--- config.mk ---
export PLATFORM = sky130hd
export DESIGN_NAME = id_ex_stage_register
export DESIGN_NICKNAME = d
export VERILOG_FILES = /design/src/rtl/id_ex_stage_register_pkg.sv /design/src/rtl/pipe_field_reg.sv /design/src/rtl/id_ex_stage_register.sv
export SDC_FILE = /design/constraint.sdc
export NUM_CORES = 1
export LEC_CHECK = 0
export ABC_AREA = 0
export CAP_MARGIN = 25
export CELL_PAD_IN_SITES_DETAIL_PLACEMENT = 1
export CELL_PAD_IN_SITES_GLOBAL_PLACEMENT = 1
export CORE_UTILIZATION = 32
export DETAILED_ROUTE_END_ITERATION = 10
export PLACE_DENSITY_LB_ADDON = 0.2
export SLEW_MARGIN = 20
export SYNTH_ARGS = -nofsm -noshare
export SYNTH_HDL_FRONTEND = slang
export SYNTH_HIERARCHICAL = 1
export SYNTH_SLANG_ARGS = --single-unit
--- constraint.sdc ---
create_clock -name Clk -period 2.17 [get_ports Clk]
set_input_delay 0.217 -clock Clk [delete_from_list [all_inputs] [get_ports Clk]]
set_output_delay 0.217 -clock Clk [all_outputs]
set_load 0.005 [all_outputs]
--- src/rtl/id_ex_stage_register_pkg.sv ---
// Shared widths and the ID/EX control bundle used by the bubble mux and the ID/EX register.
package id_ex_stage_register_pkg;

   localparam int unsigned DATA_W   = 32;
   localparam int unsigned REG_W    = 5;
   localparam int unsigned ALUCTL_W = 5;
   localparam int unsigned MEMCTL_W = 2;

   typedef struct packed {
      logic                reg_write;
      logic                alu_src;
      logic                reg_dst;
      logic [MEMCTL_W-1:0] mem_write;
      logic [MEMCTL_W-1:0] mem_read;
      logic                branch;
      logic                mem_to_reg;
      logic                jump;
      logic                jr;
      logic                jal;
      logic [ALUCTL_W-1:0] alu_control;
      logic                shift_control;
   } ctrl_t;

   // All-zero control: what the bubble mux selects on a hazard stall.
   localparam ctrl_t CtrlZero = '0;

endpackage

--- src/rtl/pipe_field_reg.sv ---
// One pipeline field: hold on ~en_i, synchronous clear on clr_i, async active-high reset.
module pipe_field_reg #(
   parameter int unsigned WIDTH = 1
) (
   input  logic             clk_i,
   input  logic             rst_i,
   input  logic             en_i,
   input  logic             clr_i,
   input  logic [WIDTH-1:0] d_i,
   output logic [WIDTH-1:0] q_o
);

   logic [WIDTH-1:0] data_d, data_q;

   // Clear wins over hold so a flush lands even while EX is stalled.
   always_comb begin
      data_d = data_q;
      if (clr_i) begin
         data_d = '0;
      end else if (en_i) begin
         data_d = d_i;
      end
   end

   always_ff @(posedge clk_i or posedge rst_i) begin
      if (rst_i) begin
         data_q <= '0;
      end else begin
         data_q <= data_d;
      end
   end

   assign q_o = data_q;

endmodule

--- src/rtl/id_ex_stage_register.sv ---
// ID/EX pipeline register with stall, flush, slot-valid FSM and a saturating bubble counter.
module id_ex_stage_register #(
   parameter int unsigned DATA_W   = 32,
   parameter int unsigned REG_W    = 5,
   parameter int unsigned ALUCTL_W = 5,
   parameter int unsigned CNT_W    = 16
) (
   input  logic                Clk,
   input  logic                Reset,
   input  logic                Stall,
   input  logic                Flush,
   input  logic                BubbleIn,
   input  logic                RegWriteIn,
   input  logic                ALUSrcIn,
   input  logic                RegDstIn,
   input  logic                BranchIn,
   input  logic                MemToRegIn,
   input  logic                JumpIn,
   input  logic                JrIn,
   input  logic                JalIn,
   input  logic                ShiftControlIn,
   input  logic [1:0]          MemWriteIn,
   input  logic [1:0]          MemReadIn,
   input  logic [ALUCTL_W-1:0] ALUControlIn,
   input  logic [DATA_W-1:0]   PCPlus4In,
   input  logic [DATA_W-1:0]   ReadData1In,
   input  logic [DATA_W-1:0]   ReadData2In,
   input  logic [DATA_W-1:0]   SignExtImmIn,
   input  logic [REG_W-1:0]    RsIn,
   input  logic [REG_W-1:0]    RtIn,
   input  logic [REG_W-1:0]    RdIn,
   input  logic [REG_W-1:0]    ShamtIn,
   output logic                RegWriteOut,
   output logic                ALUSrcOut,
   output logic                RegDstOut,
   output logic                BranchOut,
   output logic                MemToRegOut,
   output logic                JumpOut,
   output logic                JrOut,
   output logic                JalOut,
   output logic                ShiftControlOut,
   output logic [1:0]          MemWriteOut,
   output logic [1:0]          MemReadOut,
   output logic [ALUCTL_W-1:0] ALUControlOut,
   output logic [DATA_W-1:0]   PCPlus4Out,
   output logic [DATA_W-1:0]   ReadData1Out,
   output logic [DATA_W-1:0]   ReadData2Out,
   output logic [DATA_W-1:0]   SignExtImmOut,
   output logic [REG_W-1:0]    RsOut,
   output logic [REG_W-1:0]    RtOut,
   output logic [REG_W-1:0]    RdOut,
   output logic [REG_W-1:0]    ShamtOut,
   output logic                ValidOut,
   output logic [CNT_W-1:0]    BubbleCount
);

   import id_ex_stage_register_pkg::ctrl_t;

   typedef enum logic {StEmpty, StFull} slot_e;

   ctrl_t            ctrl_in, ctrl_q;
   slot_e            state_d, state_q;
   logic [CNT_W-1:0] bubble_cnt_d, bubble_cnt_q;
   logic             load_en;
   logic             bubble_evt;

   assign load_en = ~Stall;

   assign ctrl_in = '{
      reg_write:     RegWriteIn,
      alu_src:       ALUSrcIn,
      reg_dst:       RegDstIn,
      mem_write:     MemWriteIn,
      mem_read:      MemReadIn,
      branch:        BranchIn,
      mem_to_reg:    MemToRegIn,
      jump:          JumpIn,
      jr:            JrIn,
      jal:           JalIn,
      alu_control:   ALUControlIn,
      shift_control: ShiftControlIn
   };

   pipe_field_reg #(.WIDTH($bits(ctrl_t))) u_ctrl (
      .clk_i(Clk), .rst_i(Reset), .en_i(load_en), .clr_i(Flush), .d_i(ctrl_in), .q_o(ctrl_q));
   pipe_field_reg #(.WIDTH(DATA_W)) u_pc_plus4 (
      .clk_i(Clk), .rst_i(Reset), .en_i(load_en), .clr_i(Flush), .d_i(PCPlus4In), .q_o(PCPlus4Out));
   pipe_field_reg #(.WIDTH(DATA_W)) u_read_data1 (
      .clk_i(Clk), .rst_i(Reset), .en_i(load_en), .clr_i(Flush), .d_i(ReadData1In),
      .q_o(ReadData1Out));
   pipe_field_reg #(.WIDTH(DATA_W)) u_read_data2 (
      .clk_i(Clk), .rst_i(Reset), .en_i(load_en), .clr_i(Flush), .d_i(ReadData2In),
      .q_o(ReadData2Out));
   pipe_field_reg #(.WIDTH(DATA_W)) u_sign_ext_imm (
      .clk_i(Clk), .rst_i(Reset), .en_i(load_en), .clr_i(Flush), .d_i(SignExtImmIn),
      .q_o(SignExtImmOut));
   pipe_field_reg #(.WIDTH(REG_W)) u_rs (
      .clk_i(Clk), .rst_i(Reset), .en_i(load_en), .clr_i(Flush), .d_i(RsIn), .q_o(RsOut));
   pipe_field_reg #(.WIDTH(REG_W)) u_rt (
      .clk_i(Clk), .rst_i(Reset), .en_i(load_en), .clr_i(Flush), .d_i(RtIn), .q_o(RtOut));
   pipe_field_reg #(.WIDTH(REG_W)) u_rd (
      .clk_i(Clk), .rst_i(Reset), .en_i(load_en), .clr_i(Flush), .d_i(RdIn), .q_o(RdOut));
   pipe_field_reg #(.WIDTH(REG_W)) u_shamt (
      .clk_i(Clk), .rst_i(Reset), .en_i(load_en), .clr_i(Flush), .d_i(ShamtIn), .q_o(ShamtOut));

   assign RegWriteOut     = ctrl_q.reg_write;
   assign ALUSrcOut       = ctrl_q.alu_src;
   assign RegDstOut       = ctrl_q.reg_dst;
   assign MemWriteOut     = ctrl_q.mem_write;
   assign MemReadOut      = ctrl_q.mem_read;
   assign BranchOut       = ctrl_q.branch;
   assign MemToRegOut     = ctrl_q.mem_to_reg;
   assign JumpOut         = ctrl_q.jump;
   assign JrOut           = ctrl_q.jr;
   assign JalOut          = ctrl_q.jal;
   assign ALUControlOut   = ctrl_q.alu_control;
   assign ShiftControlOut = ctrl_q.shift_control;

   always_ff @(posedge Clk or posedge Reset) begin
      if (Reset) begin
         state_q <= StEmpty;
      end else begin
         state_q <= state_d;
      end
   end

   always_comb begin
      state_d = state_q;
      if (Flush) begin
         state_d = StEmpty;
      end else if (!Stall) begin
         state_d = BubbleIn ? StEmpty : StFull;
      end
   end

   always_comb begin
      ValidOut = (state_q == StFull);
   end

   // A flush coinciding with BubbleIn is one bubble, not two.
   assign bubble_evt = Flush | (~Stall & BubbleIn);

   always_comb begin
      bubble_cnt_d = bubble_cnt_q;
      if (bubble_evt && (bubble_cnt_q != {CNT_W{1'b1}})) begin
         bubble_cnt_d = bubble_cnt_q + 1'b1;
      end
   end

   always_ff @(posedge Clk or posedge Reset) begin
      if (Reset) begin
         bubble_cnt_q <= '0;
      end else begin
         bubble_cnt_q <= bubble_cnt_d;
      end
   end

   assign BubbleCount = bubble_cnt_q;

endmodule

==> run summary, run 1 <==
antenna violations before repair: 1
CP required: 2470 ps
total track usage: 19.4%
Critical Path AT: 2080 ps
fraction of layout cells with a size suffix above 1: 5.85%
RSZ-0062 raised after global routing: false
Max Cap Violations: 0
GRT overflow: 0
P_leak: 5.62 nW
Final Hold Viols: 0
post-route insts no fill: 1311
most frequent cell after synthesis: dfrtp_1
Core Area: 0.0236 sq mm
xor/xnor cell area share of the yosys netlist: 1.02%
Clock Tree Buf Depth: 2
sequential area share after synthesis: 59.1%
Min-Delay Path Class: in2reg
# rows: 56
Syn Area/Cell: 12.4 sq um
clock latency at the later pin of the worst-skew pair: 430 ps
critical path capture point type: register
mux cell area share after synthesis: 22.2%
drt pass-1 iters: 4
Chip Width: 158 um
top cell type's share of synthesized area: 59.1%
CP Launch Type: register
Die ar.: 0.0248 sq mm
Post-synth EDFFs: 0
CP cell instances: ha_1 > inv_1 > nor4_1 > nor3b_1 > xor2_1
final setup fails: 0
Max Slew Vio Count: 0
CP delay by family, top: simple AND/OR/NAND/NOR gates
Main synth FF type: dfrtp_1
async set or reset register ratio after synthesis: 100%
maximum clock rate: 0.564 GHz
Distinct cells, synth: 33
# IOs: 354
Slowest-stage cell, CP: nor4_1
Syn. warnings: 6
worst flop-to-flop path startpoint: BubbleCount[1]$_DFFE_PP0P_
Critical Path Fanout Max: 5
clock skew: 11.9 ps
multi-input combinational cell area: 0.00270 sq mm
WL/cell: 18.4 um
Sequential cell area: 0.00458 sq mm
Detail Route Antenna Nets: 0
# port buffers: 353
Worst-Margin Slew: 763 ps
slowest cell delay on critical path: 560 ps
Synth area leader: dfrtp_1
clock sink total: 183
WHS Endpoint: ValidOut$_DFFE_PP0P_
Synth Instances: 625
Synth Area in Simple Gates: 10.6%
compound-gate portion of the synthesized area: 0.823%
synthesized flop and latch total: 183
die extent in y: 158 um
gpl congestion: 0.753
Area contributors post-synth: dfrtp_1, mux2i_1, nor2_1
final net count: 1152
Worst Hold Path Cells: 3
Power Density: 719 mW/mm^2
DP HPWL: 17.5 mm
number of global-route vias before repair: 6267
fillcell total: 2550
Via-to-Cell Ratio: 4.57
VDD IR-drop max: 0.418 mV
Root Buffer: clkbuf_16
main combinational cell family by area after synthesis: multiplexers
status: completed
Final period util: 81.7%
WP buf/inv: 1
wire length of the first global-routing pass: 36.5 mm
DRC errors left: 0
post-synthesis net count: 797
CTS buffer count: 17
Synth top cells by count: dfrtp_1, nor2_1, mux2i_1, inv_1, buf_12
Starting Density: 32.8%
max_slew headroom: 49.1%
synthesized area: 0.00775 sq mm
CTS tree: built
Reg-to-Reg End: BubbleCount[5]$_DFFE_PP0P_
Post-Route WL: 24.1 mm
post-cts sizing count: 0
R2R setup slack: 400 ps
largest net degree at the start of global routing: 167
reg2reg path depth: 5
hold_sp: Flush
cell count after placement: 1280
adder-cell share of the synthesized area: 0.161%
TNS Setup: 0 ps
H-Tree Depth: 4
Layout Area Growth over Synthesis: 56.0%
# hold bufs at CTS: 0
Post CTS Setup Buffer Count: 0
CP Class: reg2reg
routed vias: 5988
Tmin final: 1770 ps
Iter 0 DRT Violations: 207
Reg clk slew, reported paths: 80 ps
==> logic make-up (layout without fill, tap and decap cells) <==
kind of cell,count (synthesis),after routing
AO/OA/AOI/OAI,10,10
XOR/XNOR,9,9
adder cells (fa/ha/maj),1,1
buffers and inverters,50,416
flip-flops,183,183
multiplexers,171,171
other,0,1
AND/OR/NAND/NOR,201,201
==> how the worst max path moves through the flow <==
stage / start / endpoint / slack [ps] / cells past startpoint
after floorplan: BubbleCount[0]$_DFFE_PP0P_ / BubbleCount[14]$_DFFE_PP0P_ / 570 / 5
after global placement: Stall / BubbleCount[15]$_DFFE_PP0P_ / 210 / 5
after detailed placement: Stall / BubbleCount[15]$_DFFE_PP0P_ / 160 / 5
after CTS: BubbleCount[1]$_DFFE_PP0P_ / BubbleCount[5]$_DFFE_PP0P_ / 380 / 5
after global routing: BubbleCount[1]$_DFFE_PP0P_ / BubbleCount[5]$_DFFE_PP0P_ / 280 / 5
final: BubbleCount[1]$_DFFE_PP0P_ / BubbleCount[5]$_DFFE_PP0P_ / 400 / 5
==> placed cells by master, fill, tap and decap left out, types with 2 or more instances in the layout <==
cell	count
nor3_1	9
nand3_1	4
clkdlybuf4s50_1	352
inv_6	5
buf_12	8
inv_1	13
nor4_1	2
mux2_2	4
nand4_1	2
nor2_1	171
bufinv_16	2
a21oi_1	2
clkinvlp_4	4
nand2_1	5
xor2_1	9
clkbuf_16	17
dfrtp_1	183
buf_4	12
mux2i_1	166
o21ai_0	3
==> per-layer routing <==
layer  wire, um  up-vias  track usage [%]
met5          0        -                0
met4        475        0             6.93
met3       1910       26             6.10
met2      11800      211             32.5
met1       9910     2955             23.4
li1           -     2796                -
==> area by class of cell <==
class	instances	share of cell area (%)
flip-flops and latches	183	37.9
inverters	14	0.497
clock inverters	12	1.18
diodes	1	0.0207
well taps	319	3.30
clock buffers	18	3.55
multi-input cells	392	22.3
repair buffers	372	31.2
==> sequential cells by signal (all words and copies together), names as in the netlist <==
name and cells:
u_pc_plus4/q_o 32, u_read_data1/q_o 32, u_read_data2/q_o 32, u_sign_ext_imm/q_o 32, u_ctrl/q_o 18, BubbleCount 16
u_rd/q_o 5, u_rs/q_o 5, u_rt/q_o 5, u_shamt/q_o 5, ValidOut 1
==> worst register-to-register path, delay by kind of cell (launching register included) <==
kind                       cells  cell delay [ps]
adders and majority gates      1              240
DFF                            1              430
xor gates and xnor gates       1              170
and+or+nand+nor                2              690
buffers and inverters          1              120
==> stage by stage <==
| stage | total power, mW | cell area, sq um | hold WS (ps) | util, % | setup slack, ps |
|---|---|---|---|---|---|
| after CTS | 8.82 | 12100 | 148 | 51.2 | 383 |
| after global routing | 9.09 | 12100 | 177 | 51.2 | 282 |
| after global placement | 5.62 | 11500 | 501 | 48.8 | 209 |
| final | 8.69 | 12100 | 170 | 51.2 | 398 |
| after floorplan | 4.61 | 7750 | -4.48 | - | 573 |
| after detailed placement | 5.65 | 11500 | 510 | 48.8 | 158 |
==> report_power, final <==
part	leakage [nW]	total (mW)	internal, mW	switching [mW]
Clock	0.266	3.12	1.71	1.42
Sequential	2.41	3.91	3.67	0.240
Combinational	2.94	1.65	1.01	0.640
Note: power is estimated with default switching activity, not from simulation.
==> run 2, diff against run 1 <==
==> constraint.sdc (replaced) <==
create_clock -name Clk -period 1.66 [get_ports Clk]
set_input_delay 0.166 -clock Clk [delete_from_list [all_inputs] [get_ports Clk]]
set_output_delay 0.166 -clock Clk [all_outputs]
set_load 0.005 [all_outputs]
==> run 2 against run 1 <==
Against the previous run: via count up 0.87%; critical path depth shrank 3; largest cell class unchanged; non-clock buffer count rose by 36; cell area up 3.1%; die area is the same; register-to-register slack got worse by 320 ps; count of clock-buffer cells in the layout rose by 2; setup slack worse by 340 ps; sequential share of layout area shrank 1.1 points; first-iteration DRC count decreased by 20%; largest power group unchanged; total power increased by 34%.
==> run summary, run 2 (synthesized netlist as in run 1, its figures left out) <==
wire length of the first global-routing pass: 37.3 mm (was 36.5 mm)
Max Slew Vio Count: 0 (unchanged)
CP Class: reg2out (was reg2reg)
worst flop-to-flop path startpoint: BubbleCount[14]$_DFFE_PP0P_ (was BubbleCount[1]$_DFFE_PP0P_)
max_slew headroom: 65.0% (was 49.1%)
Post-Route WL: 24.5 mm (was 24.1 mm)
final setup fails: 0 (unchanged)
slowest cell delay on critical path: 510 ps (was 560 ps)
clock share of power: 35.0% (was 36.0%)
Max Cap Violations: 0 (unchanged)
# port buffers: 353 (unchanged)
CTS buffer count: 17 (unchanged)
final core occ: 52.8% (was 51.2%)
post-route insts no fill: 1349 (was 1311)
critical path capture point type: primary output (was register)
reg2reg path depth: 4 (was 5)
# IOs: 354 (unchanged)
# rows: 56 (unchanged)
cell internal pwr: 8.52 mW (was 6.39 mW)
final net count: 1188 (was 1152)
WP buf/inv: 2 (was 1)
commonest non-fill, non-tap cell in the layout: clkdlybuf4s50_1 (unchanged)
sequential share of power: 43.2% (was 45.0%)
WHS Endpoint: u_read_data1/q_o[13]$_DFFE_PP0P_ (was ValidOut$_DFFE_PP0P_)
fraction of layout cells with a size suffix above 1: 9.43% (was 5.85%)
total track usage: 19.8% (was 19.4%)
maximum clock rate: 0.625 GHz
global-route track usage on met3: 6.90% (was 6.10%)
GR Util met1: 23.2% (was 23.4%)
Via-to-Cell Ratio: 4.48 (was 4.57)
Iter 0 DRT Violations: 165 (was 207)
P_sw: 3.13 mW (was 2.30 mW)
Tmin final: 1600 ps
largest net degree at the start of global routing: 60 (was 167)
Detail Route Antenna Nets: 0 (unchanged)
Worst-Margin Slew: 523 ps (was 763 ps)
highest-count cells in the layout ignoring fill and taps: clkdlybuf4s50_1, dfrtp_1, nor2_1 (unchanged)
WL/cell: 18.2 um (was 18.4 um)
CP delay by family, top: buffers and inverters (was simple AND/OR/NAND/NOR gates)
Final period util: 96.4%
GRT overflow: 0 (unchanged)
DRC errors left: 0 (unchanged)
VDD IR-drop max: 0.601 mV (was 0.418 mV)
Die ar.: 0.0248 sq mm (unchanged)
Min-Delay Path Class: in2reg (unchanged)
Worst Hold Path Cells: 3 (unchanged)
drt pass-1 iters: 4 (unchanged)
Power Density: 935 mW/mm^2 (was 719 mW/mm^2)
Chip Width: 158 um (unchanged)
most used routing layer: met2 (unchanged)
fillcell total: 2488 (was 2550)
CP Launch Type: register (unchanged)
DP HPWL: 18.2 mm (was 17.5 mm)
Reg-to-Reg End: BubbleCount[1]$_DFFE_PP0P_ (was BubbleCount[5]$_DFFE_PP0P_)
Starting Density: 32.8% (unchanged)
status: completed (unchanged)
CP required: 1490 ps (was 2470 ps)
Root Buffer: clkbuf_16 (unchanged)
number of global-route vias before repair: 6500 (was 6267)
Reg clk slew, reported paths: 70 ps (was 80 ps)
Sw Ratio: 26.9% (was 26.4%)
Clock Tree Buf Depth: 2 (unchanged)
Core Area: 0.0236 sq mm (unchanged)
cell count after placement: 1307 (was 1280)
met2 Usage GRT: 34.4% (was 32.5%)
routed vias: 6040 (was 5988)
clock sink total: 183 (unchanged)
Layout Area Growth over Synthesis: 60.8% (was 56.0%)
multi-input combinational cell area: 0.00272 sq mm (was 0.00270 sq mm)
hold_sp: ReadData1In[13] (was Flush)
Critical Path AT: 1430 ps (was 2080 ps)
R2R setup slack: 80 ps (was 400 ps)
Sequential cell area: 0.00458 sq mm (unchanged)
Slowest-stage cell, CP: clkdlybuf4s50_1 (was nor4_1)
antenna violations before repair: 1 (unchanged)
Critical Path Fanout Max: 6 (was 5)
Comb power frac: 21.7% (was 19.0%)
H-Tree Depth: 4 (unchanged)
RSZ-0062 raised after global routing: true (was false)
CP cell instances: buf_4 > clkdlybuf4s50_1 (was ha_1 > inv_1 > nor4_1 > nor3b_1 > xor2_1)
gpl congestion: 0.769 (was 0.753)
CTS tree: built (unchanged)
Final Hold Viols: 0 (unchanged)
die extent in y: 158 um (unchanged)
clock skew: 8.89 ps (was 11.9 ps)
P_leak: 5.86 nW (was 5.62 nW)
clock latency at the later pin of the worst-skew pair: 430 ps (about the same)
## run 2: changes by cell type in the layout (fill, tap and decap cells not counted), sizes merged
cell	change
clkdlybuf4s50	-2
dlymetal6s2s	+2
clkinv	+2
clkinvlp	-4
clkbuf	+2
bufinv	-1
inv	+3
dlygate4sd3	+1
buf	+35
## run 2: metrics by stage
| step | worst slack, ps | power [mW] | TNS [ps] | hold slack, ps | instance area (sq um) |
|---|---|---|---|---|---|
| after floorplan | 63.2 | 6.02 | 0 | -55.5 | 7750 |
| after global placement | -55.8 | 7.51 | -248 | 438 | 11800 |
| after detailed placement | -151 | 7.57 | -671 | 447 | 11800 |
| after CTS | 11.8 | 11.8 | 0 | 326 | 12400 |
| after global routing | -10.8 | 12.2 | -11.8 | 335 | 12500 |
| final | 59.3 | 11.7 | 0 | 347 | 12500 |
## run 2: worst min-delay path: stages
cell             delay [ps]
clkdlybuf4s50_1         400
mux2i_1                 130
nor2_1                   50
## run 2: worst max path at each step
stage	startpoint	to	cells after the start
global placement	BubbleIn	BubbleCount[9]$_DFFE_PP0P_	6
detailed placement	BubbleIn	BubbleCount[10]$_DFFE_PP0P_	6
floorplan	BubbleCount[0]$_DFFE_PP0P_	BubbleCount[14]$_DFFE_PP0P_	5
global route	BubbleCount[0]$_DFFE_PP0P_	BubbleCount[9]$_DFFE_PP0P_	6
finish	BubbleCount[12]$_DFFE_PP0P_	BubbleCount[12]	2
CTS	BubbleCount[14]$_DFFE_PP0P_	BubbleCount[5]$_DFFE_PP0P_	5
## run 2: cell type report
class	instances	area share [%]
clock buffers	20	3.58
clock inverters	12	1.07
inverters	14	0.482
diodes	1	0.0201
flip-flops and latches	183	36.7
well taps	319	3.20
multi-input cells	392	21.9
repair buffers	408	33.0
## run 2: power groups by stage
stage | logic [mW] | clock network (mW) | registers [mW]
4_1_cts | 2.54 | 4.24 | 5.03
5_1_grt | 2.75 | 4.40 | 5.09
6_report | 2.53 | 4.08 | 5.04
3_3_place_gp | 2.40 | 0 | 5.11
3_5_place_dp | 2.45 | 0 | 5.13
2_1_floorplan | 0.848 | 0 | 5.17
## run 2: what timing repair did
action / 4_1_cts / 5_1_grt
hold endpoints to repair: 2 / 0
gates resized for setup: 2 / 5
hold buffers: 1 / 0
pin swaps: 0 / 4
gates cloned: 0 / 0
endpoints found under the setup margin: 4 / 17
buffers inserted: 3 / 5
## run 2: per-layer routing
metal | part of all wire (%) | wire, um
met4 | 1.1 | 281
met5 | 0 | 0
met3 | 8.0 | 1960
met1 | 40 | 9850
met2 | 51 | 12400
==> run 3, diff against run 2 <==
==> constraint.sdc (replaced) <==
create_clock -name Clk -period 1.66 [get_ports Clk]
set_input_delay 0.332 -clock Clk [delete_from_list [all_inputs] [get_ports Clk]]
set_output_delay 0.332 -clock Clk [all_outputs]
set_load 0.005 [all_outputs]
==> run 3 against run 2 <==
Against the previous run: sequential share of layout area shrank 0.69 points; count of clock-buffer cells in the layout fell by 1; clock skew is essentially flat; utilization up 1.0 points; cell count is 0.74% higher; register-to-register slack got worse by 60 ps; global-route usage grew 0.24 points; critical path depth rose by 4; total power up 3.1%; die area is the same; highest routed layer unchanged.
==> run summary, run 3 (synthesized netlist as in run 1, its figures left out) <==
# IOs: 354 (unchanged)
final setup fails: 0 (unchanged)
GRT overflow: 0 (unchanged)
Root Buffer: clkbuf_16 (unchanged)
die extent in y: 158 um (unchanged)
Die ar.: 0.0248 sq mm (unchanged)
Via-to-Cell Ratio: 4.60 (was 4.48)
clock sink total: 183 (unchanged)
CTS tree: built (unchanged)
routed vias: 6249 (was 6040)
hold_sp: Flush (was ReadData1In[13])
Chip Width: 158 um (unchanged)
drt pass-1 iters: 4 (unchanged)
# hold bufs at CTS: 0 (was 1)
WL/cell: 18.6 um (was 18.2 um)
Final Hold Viols: 0 (unchanged)
Iter 0 DRT Violations: 162 (was 165)
largest net degree at the start of global routing: 62 (was 60)
Worst-Margin Slew: 539 ps (was 523 ps)
Tmin final: 1640 ps (was 1600 ps)
Detail Route Antenna Nets: 0 (unchanged)
CTS buffer count: 17 (unchanged)
# rows: 56 (unchanged)
Critical Path Fanout Max: 4 (was 6)
Max Slew Vio Count: 0 (unchanged)
Final period util: 98.8% (was 96.4%)
gpl congestion: 0.770 (was 0.769)
clock latency at the later pin of the worst-skew pair: 420 ps (was 430 ps)
worst setup path startpoint: BubbleCount[0]$_DFFE_PP0P_ (was BubbleCount[12]$_DFFE_PP0P_)
max_slew headroom: 63.8% (was 65.0%)
clock skew: 8.80 ps (was 8.89 ps)
CP required: 1990 ps (was 1490 ps)
R2R setup slack: 20 ps (was 80 ps)
CP Class: reg2reg (was reg2out)
commonest non-fill, non-tap cell in the layout: clkdlybuf4s50_1 (unchanged)
CP delay by family, top: flip-flops (was buffers and inverters)
Starting Density: 32.8% (unchanged)
Core Area: 0.0236 sq mm (unchanged)
Clock Tree Buf Depth: 2 (unchanged)
# port buffers: 353 (unchanged)
CP Launch Type: register (unchanged)
WHS Endpoint: u_rs/q_o[0]$_DFFE_PP0P_ (was u_read_data1/q_o[13]$_DFFE_PP0P_)
DP HPWL: 18.2 mm (about the same)
Post-Route WL: 25.3 mm (was 24.5 mm)
wire length of the first global-routing pass: 37.6 mm (was 37.3 mm)
critical path capture point type: register (was primary output)
RSZ-0062 raised after global routing: true (unchanged)
P_leak: 7.17 nW (was 5.86 nW)
status: completed (unchanged)
total track usage: 20.0% (was 19.8%)
final core occ: 53.8% (was 52.8%)
final net count: 1199 (was 1188)
Layout Area Growth over Synthesis: 63.9% (was 60.8%)
worst flop-to-flop path startpoint: BubbleCount[0]$_DFFE_PP0P_ (was BubbleCount[14]$_DFFE_PP0P_)
reg2reg path depth: 6 (was 4)
Power Density: 946 mW/mm^2 (was 935 mW/mm^2)
DRC errors left: 0 (unchanged)
Reg-to-Reg End: BubbleCount[10]$_DFFE_PP0P_ (was BubbleCount[1]$_DFFE_PP0P_)
antenna violations before repair: 1 (unchanged)
highest-count cells in the layout ignoring fill and taps: clkdlybuf4s50_1, dfrtp_1, nor2_1 (unchanged)
maximum clock rate: 0.610 GHz (was 0.625 GHz)
CP cell instances: ha_2 > nand3_1 > o21bai_2 > nor4_2 > buf_4 > xor2_1 (was buf_4 > clkdlybuf4s50_1)
Slowest-stage cell, CP: dfrtp_1 (was clkdlybuf4s50_1)
Critical Path AT: 1970 ps (was 1430 ps)
Worst Hold Path Cells: 2 (was 3)
Min-Delay Path Class: in2reg (unchanged)
number of global-route vias before repair: 6569 (was 6500)
slowest cell delay on critical path: 360 ps (was 510 ps)
Reg clk slew, reported paths: 70 ps (about the same)
H-Tree Depth: 4 (unchanged)
worst hold slack: 160 ps (was 347 ps)
Total Power: 12.0 mW (was 11.7 mW)
Max Cap Violations: 0 (unchanged)
VDD IR-drop max: 0.539 mV (was 0.601 mV)
fraction of layout cells with a size suffix above 1: 11.1% (was 9.43%)
WP buf/inv: 1 (was 2)
==> run 3: cell types whose count changed in the layout (fill, tap and decap cells not counted), moves of 4 or more <==
cell,before,now
nor3_2,0,4
dlymetal6s2s_1,2,61
clkdlybuf4s50_1,350,208
buf_4,41,51
bufinv_16,1,5
dlygate4sd2_1,0,83
inv_6,5,1
nor3_1,9,5
==> run 3: final cells by class <==
cell class	count	area [sq um]
antenna	1	2.50
clock buffer	19	433
clock inverter	12	218
fill	2503	10900
inverter	14	60.1
multi-input combinational	392	2750
sequential	183	4580
tap	319	399
timing repair buffer	419	4260
==> run 3: how the worst max path moves through the flow <==
stage	endpoint	slack [ps]	cells past startpoint
global route	BubbleCount[10]$_DFFE_PP0P_	-80	6
floorplan	BubbleCount[14]$_DFFE_PP0P_	60	5
finish	BubbleCount[10]$_DFFE_PP0P_	20	6
global placement	BubbleCount[9]$_DFFE_PP0P_	-220	6
detailed placement	BubbleCount[15]$_DFFE_PP0P_	-300	5
CTS	BubbleCount[1]$_DFFE_PP0P_	0.1	5
==> run 3: routing by layer <==
layer / GRT usage, % / share of wire [%]
met3: 6.43 / 7.7
met4: 7.91 / 2.7
met5: 0 / 0
met2: 34.0 / 50
met1: 23.4 / 40
==> run 3: where the power goes <==
part / switching, mW / total [mW] / internal, mW
logic: 1.06 / 2.48 / 1.43
registers: 0.199 / 5.00 / 4.80
clock network: 1.83 / 4.54 / 2.71
==> run 3: timing repair <==
action / 4_1_cts / 5_1_grt
setup endpoints to repair: 86 / 77
pin swaps: 3 / 4
setup buffers: 14 / 9
resized for setup: 84 / 72
cloned: 0 / 0
endpoints found under the hold margin: 0 / 0
==> run 3: per-stage QoR <==
step	area [sq um]	cells	worst slack [ps]	TNS (ps)
2_1_floorplan	7750	625	63.2	0
3_3_place_gp	11800	1306	-223	-12760
3_5_place_dp	11800	1306	-300	-16980
4_1_cts	12400	1351	0.116	0
5_1_grt	12700	1359	-82.9	-142
6_report	12700	1359	20.7	0
